<file path="src/rtl/vpl_loop_pkg.sv">
// Shared types and helpers for the VPL loop controller.
// Also used by the other generated loop blocks.
package vpl_loop_pkg;

  localparam int DEF_W      = 32;
  localparam int DEF_ITER_W = 16;
  localparam int CMP_W      = 64;

  typedef enum logic [2:0] {
    S_IDLE,
    S_CHECK,
    S_ISSUE,
    S_UPDATE,
    S_HALT
  } state_t;

  // Operands arrive sign-extended to CMP_W; a true signed compare.
  function automatic logic sge(
    input logic signed [CMP_W-1:0] a,
    input logic signed [CMP_W-1:0] b
  );
    return a >= b;
  endfunction

endpackage

</file>
<file path="src/rtl/vpl_loop_cond.sv">
// Combinational loop exit test: exit_hit = signed(idx) >= signed(bound).
// W may be at most CMP_W.
module vpl_loop_cond
  import vpl_loop_pkg::*;
#(
  parameter int W = DEF_W
) (
  input  logic [W-1:0] idx,
  input  logic [W-1:0] bound,
  output logic         exit_hit
);

  logic signed [W-1:0] idx_s;
  logic signed [W-1:0] bound_s;

  assign idx_s    = idx;
  assign bound_s  = bound;
  assign exit_hit = sge(CMP_W'(idx_s), CMP_W'(bound_s));

endmodule

</file>
<file path="src/rtl/vpl_loop_ctrl.sv">
// VPL while-loop sequencer with iteration cap and req/ack body handshake.
// Optional abort input/aborted output under VPL_LOOP_CTRL_ABORT_EN.
module vpl_loop_ctrl
  import vpl_loop_pkg::*;
#(
  parameter int W      = DEF_W,
  parameter int ITER_W = DEF_ITER_W
) (
  input  logic              clk,
  input  logic              reset,
  input  logic              start,
  input  logic [W-1:0]      cfg_init,
  input  logic [W-1:0]      cfg_step,
  input  logic [W-1:0]      cfg_bound,
  input  logic [ITER_W-1:0] cfg_max_iter,
`ifdef VPL_LOOP_CTRL_ABORT_EN
  input  logic              abort,
  output logic              aborted,
`endif
  output logic              body_req,
  output logic [W-1:0]      body_idx,
  input  logic              body_ack,
  output logic              busy,
  output logic              done,
  output logic              halt,
  output logic              timeout,
  output logic [ITER_W-1:0] iter_count
);

  state_t            state_q;
  state_t            state_d;
  logic [W-1:0]      idx_q;
  logic [W-1:0]      step_q;
  logic [W-1:0]      bound_q;
  logic [ITER_W-1:0] max_q;
  logic [ITER_W-1:0] cnt_q;
  logic [ITER_W-1:0] cnt_nxt;
  logic              timeout_q;
  logic              done_q;
  logic              exit_hit;
  logic              abort_pend;
  logic              accept;
  logic              adv;
  logic              to_set;

  vpl_loop_cond #(.W(W)) u_cond (
    .idx      (idx_q),
    .bound    (bound_q),
    .exit_hit (exit_hit)
  );

  assign cnt_nxt = cnt_q + ITER_W'(1);

  always_comb begin
    state_d = state_q;
    accept  = 1'b0;
    adv     = 1'b0;
    to_set  = 1'b0;
    unique case (state_q)
      S_IDLE, S_HALT: begin
        if (start) begin
          state_d = S_CHECK;
          accept  = 1'b1;
        end
      end
      S_CHECK: begin
        if (abort_pend || exit_hit) state_d = S_HALT;
        else                        state_d = S_ISSUE;
      end
      S_ISSUE: begin
        if (body_ack) state_d = S_UPDATE;
      end
      S_UPDATE: begin
        adv = 1'b1;
        // Cap is checked against the post-increment count.
        if (max_q != '0 && cnt_nxt == max_q) begin
          state_d = S_HALT;
          to_set  = 1'b1;
        end else begin
          state_d = S_CHECK;
        end
      end
      default: state_d = S_IDLE;
    endcase
  end

  always_ff @(posedge clk or posedge reset) begin
    if (reset) begin
      state_q   <= S_IDLE;
      idx_q     <= '0;
      step_q    <= '0;
      bound_q   <= '0;
      max_q     <= '0;
      cnt_q     <= '0;
      timeout_q <= 1'b0;
      done_q    <= 1'b0;
    end else begin
      state_q <= state_d;
      done_q  <= (state_d == S_HALT) && (state_q != S_HALT);
      if (accept) begin
        idx_q     <= cfg_init;
        step_q    <= cfg_step;
        bound_q   <= cfg_bound;
        max_q     <= cfg_max_iter;
        cnt_q     <= '0;
        timeout_q <= 1'b0;
      end
      if (adv) begin
        idx_q <= idx_q + step_q;
        cnt_q <= cnt_nxt;
      end
      if (to_set) timeout_q <= 1'b1;
    end
  end

`ifdef VPL_LOOP_CTRL_ABORT_EN
  logic pend_q;
  logic aborted_q;

  assign abort_pend = pend_q;
  assign aborted    = aborted_q;

  always_ff @(posedge clk or posedge reset) begin
    if (reset) begin
      pend_q    <= 1'b0;
      aborted_q <= 1'b0;
    end else if (accept) begin
      pend_q    <= 1'b0;
      aborted_q <= 1'b0;
    end else begin
      if (abort && busy)                 pend_q    <= 1'b1;
      if (state_q == S_CHECK && pend_q)  aborted_q <= 1'b1;
    end
  end
`else
  assign abort_pend = 1'b0;
`endif

  assign body_req   = (state_q == S_ISSUE);
  assign body_idx   = idx_q;
  assign busy       = (state_q == S_CHECK) || (state_q == S_ISSUE) ||
                      (state_q == S_UPDATE);
  assign halt       = (state_q == S_HALT);
  assign done       = done_q;
  assign timeout    = timeout_q;
  assign iter_count = cnt_q;

endmodule

</file>
<file path="config.mk">
export PLATFORM = sky130hd
export DESIGN_NAME = vpl_loop_ctrl
export DESIGN_NICKNAME = d
export VERILOG_FILES = /design/src/rtl/vpl_loop_pkg.sv /design/src/rtl/vpl_loop_cond.sv /design/src/rtl/vpl_loop_ctrl.sv
export SDC_FILE = /design/constraint.sdc
export NUM_CORES = 1
export LEC_CHECK = 0
export ABC_AREA = 1
export BUFFER_PORTS_ARGS = -buffer_cell sky130_fd_sc_hd__buf_2
export CORE_AREA = 2 2 144 146
export CTS_CLUSTER_SIZE = 24
export DETAILED_ROUTE_END_ITERATION = 10
export DIE_AREA = 0 0 146 148
export PLACE_DENSITY = 0.65
export REMOVE_ABC_BUFFERS = 1
export SKIP_LAST_GASP = 1
export SYNTH_ARGS = -nofsm -noshare
export SYNTH_HDL_FRONTEND = slang
export SYNTH_HIERARCHICAL = 1
export SYNTH_SLANG_ARGS = --single-unit
</file>
<file path="constraint.sdc">
create_clock -name clk -period 8 [get_ports clk]
set_clock_uncertainty 0.1 [all_clocks]
set_input_delay 1.6 -clock clk [delete_from_list [all_inputs] [get_ports clk]]
set_output_delay 1.6 -clock clk [all_outputs]
set_load 0.02 [all_outputs]
</file>
==> results by stage <==
Yosys:
- After synthesis the cells add up to 8850 um2.
- Ranked by instance count, the synthesized netlist is headed by 472 x sky130_fd_sc_hd__nand2_1, 141 x sky130_fd_sc_hd__inv_1, 133 x sky130_fd_sc_hd__dfrtp_1.
- The sequential element share of the synthesized area is 0.376.
- The area fraction of the dominant cell type after synthesis is 0.376.
- The number of enable flip-flop cells after synthesis is 0.
- Sorting the synthesized cells by area gives the leading types as sky130_fd_sc_hd__dfrtp_1 38%, sky130_fd_sc_hd__nand2_1 20%, sky130_fd_sc_hd__ha_1 9.0%.
- The number of register bits inferred by synthesis is 133.
- In the synthesized netlist the dominant register cell turns out to be sky130_fd_sc_hd__dfrtp_1.
- The fraction of registers with async set or reset after synthesis is 1.00.
- The Yosys step of the flow raised 6 warnings.
- The biggest area consumer among synthesized cells is sky130_fd_sc_hd__dfrtp_1.
- The number of instances in the synthesized netlist is 1259.
- The most instantiated library cell after synthesis is sky130_fd_sc_hd__nand2_1.
- The synthesized area per cell is 7.03 um2.
- Yosys mapped the design onto 45 distinct sky130hd cell types.

Detailed routing:
- In the routed design, unresolved DRC markers number 0.
- The violation count after the first detailed-route iteration is 560.
- Dividing the detail-routed wire length by the instance count gives 14.5 um.
- The final wirelength is 24600 um.
- The first detailed-routing pass ran for 5 iterations.
- The total via count in the routed design is 8447.
- The remaining antenna violation count is 0.
- Dividing the detail-routed via count by the number of cells gives 4.96.

Critical path:
- The kind of critical path is input pin to flip-flop.
- The maximum fanout count along the critical path is 43.
- STA classifies the critical path startpoint as an input pin.
- The worst path required time is 8.21 ns.
- The sort of element at the end of the critical path is a flip-flop.
- The arrival time at the worst endpoint is 3.44 ns.

Clock tree:
- In this run, post-CTS repair resized a total of 0 instances.
- The post-CTS repair timing setup buffer count is 0.
- At the later pin of the worst-skew pair, clock insertion delay measures 0.43 ns.
- The level count of the clock H-tree is 4.
- The number of buffers inserted during clock tree synthesis is 17.
- The clock tree root buffer cell is sky130_fd_sc_hd__clkbuf_16.
- The number of buffers inserted for hold repair after clock tree synthesis is 0.
- After clock tree synthesis, the clock-pin slew on the worst setup and hold paths is 0.06 ns.
- The clock tree from TritonCTS is yes.
- In this run the deepest clock path goes through 2 buffers.
- Counting every sink on the clock net gives 133.

STA:
- The number of max-slew violations in the final report is 0.
- The setup TNS is 0 ns.
- The number of hold-slack violations in the final timing report came to 0.
- Headroom to the max-slew limit came out at 0.372.
- Setup repair after global routing left no endpoint under its margin.
- Of the available clock period, the critical path in the final layout requires 0.405.
- Final hold analysis gives a worst-case slack of 0.368 ns.
- The count of endpoints failing setup in the final report is 0.
- The worst-margin pin slew is 0.943 ns.
- The smallest clock period supported by the final layout is computed as 3.24 ns.
- The highest attainable clock frequency is 309 MHz.

Flow run:
- Max-cap violations in this run came to 0.

Power:
- The internal portion of total power is 0.00230 W.
- Of the total power, the share spent switching nets is 0.494.
- The net switching power of the design is 0.00224 W.
- VDD sags by at most 0.000169 V.
- Of the total power, registers draw 0.267.
- The share of total power dissipated in the clock network is 0.170.
- Of the total power, combinational logic draws 0.563.
- The cell leakage power is 5.70 nW.
- Power spread over the standard cell area amounts to 431 nW/um2.

GRT:
- Entering global routing, the biggest net connects 75 pins.
- Summed over all layers, the global routing overflow is 0.
- The first global-routing pass estimated 41100 um of wire.
- The via count of the first global-routing pass came to 8235.
- The initial antenna violation count is 0.
- For this run, the total global-route usage over all layers was measured as 0.236.

Floorplanning:
- The total area inside the core boundary comes to 20000 um2.
- The starting utilization of the core area is 0.442.
- The top-level I/O count is 169.
- The die height is 148 um.
- The horizontal extent of the die is 146 um.
- The total number of placement rows is 52.
- The floorplan step defined a die boundary enclosing 21600 um2.

Final layout:
- The final standard cell area without fillers is 10500 um2.
- Of the cells placed in the final design, the portion with a size suffix greater than 1 is 0.170.
- The repair_antennas step left the layout with diodes totalling 0.
- The area growth from synthesis to layout is 18.9%.
- The net count of the finished layout is 1600.

Placed design:
- The congestion estimate from routability-driven global placement came to 0.893.
- After detailed placement, the total cell area comes to 9940 um2.
- Port buffering added 168 buffers.
- Once detailed placement completed, the half-perimeter wirelength came to 18300 um.

Run status:
- The flow ran to the end, and the final reports show no timing, DRC or antenna violations.

Min path:
- In this run the worst hold path is classified as flip-flop to flip-flop.
==> cell type report <==
| class | instances | area, um2 |
|---|---|---|
| inverter | 148 | 558 |
| tap | 270 | 338 |
| sequential | 133 | 3330 |
| fill | 2058 | 9520 |
| multi-input combinational | 945 | 4830 |
| timing repair buffer | 174 | 886 |
| clock inverter | 13 | 124 |
| clock buffer | 19 | 453 |
==> placed cells by master, fill, tap and decap left out, types with 15 or more instances in the layout <==
| cell type | netlist | layout |
|---|---|---|
| sky130_fd_sc_hd__a21oi_1 | 68 | 68 |
| sky130_fd_sc_hd__buf_2 | 8 | 168 |
| sky130_fd_sc_hd__clkbuf_16 | 0 | 17 |
| sky130_fd_sc_hd__dfrtp_1 | 133 | 133 |
| sky130_fd_sc_hd__ha_1 | 64 | 64 |
| sky130_fd_sc_hd__inv_1 | 141 | 140 |
| sky130_fd_sc_hd__nand2_1 | 472 | 472 |
| sky130_fd_sc_hd__nand3_1 | 66 | 66 |
| sky130_fd_sc_hd__nand4_1 | 15 | 15 |
| sky130_fd_sc_hd__nor2_1 | 100 | 100 |
| sky130_fd_sc_hd__o21ai_0 | 55 | 55 |
==> cell families after synthesis <==
family | after synthesis | share of synthesized area
xor+xnor | 16 | 0.0205
simple gates | 693 | 0.323
compound gates | 171 | 0.109
buf+inv | 181 | 0.0788
fa+ha+maj | 65 | 0.0928
flops | 133 | 0.376
==> power by group through the flow <==
| stage | registers [W] | logic, W | clock network (W) |
|---|---|---|---|
| after CTS | 0.00121 | 0.00256 | 0.000788 |
| after detailed placement | 0.00122 | 0.00255 | 0 |
| after floorplan | 0.00125 | 0.00179 | 0 |
| after global placement | 0.00122 | 0.00251 | 0 |
| after global routing | 0.00125 | 0.00295 | 0.000818 |
| final | 0.00121 | 0.00255 | 0.000771 |
==> critical path, cell delays in order <==
cell	delay, ns
sky130_fd_sc_hd__buf_2	0.08
sky130_fd_sc_hd__inv_1	0.06
sky130_fd_sc_hd__nor2_4	0.12
sky130_fd_sc_hd__inv_2	0.05
sky130_fd_sc_hd__nand2_1	0.52
sky130_fd_sc_hd__inv_2	0.51
sky130_fd_sc_hd__a22o_1	0.31
sky130_fd_sc_hd__o21bai_1	0.14
==> worst paths after layout <==
path	endpoint	cells after the start	slack [ns]	from
worst max-delay path	body_idx[16]	8	4.76	start
worst min-delay path	bound_q[15]	2	0.37	bound_q[15]
worst max register to register	body_idx[16]	7	5.07	state_q[2]
worst min register to register	bound_q[15]	2	0.37	bound_q[15]
max in group asynchronous	step_q[7]	3	5.21	reset
min in group asynchronous	state_q[1]	2	1.28	reset
==> registers in the layout, indices dropped and copies added (netlist names) <==
name	count
body_idx	32
bound_q	32
done	1
iter_count	16
max_q	16
state_q	3
step_q	32
timeout	1
==> per-layer routing <==
layer,share of wire,GRT usage,up-vias
met4,0.017,0.0636,0
met5,0,0,-
met2,0.47,0.391,195
li1,-,-,4361
met1,0.47,0.323,3858
met3,0.045,0.0392,33
==> metrics by stage <==
step | power, W | util | setup slack [ns] | cells
global route | 0.00502 | 0.525 | 4.64 | 1702
floorplan | 0.00304 | - | 1.72 | 1226
finish | 0.00453 | 0.525 | 4.76 | 1702
detailed placement | 0.00377 | 0.496 | 4.35 | 1670
CTS | 0.00456 | 0.525 | 4.78 | 1702
global placement | 0.00374 | 0.496 | 4.40 | 1670
(Power assumes the default switching activity.)
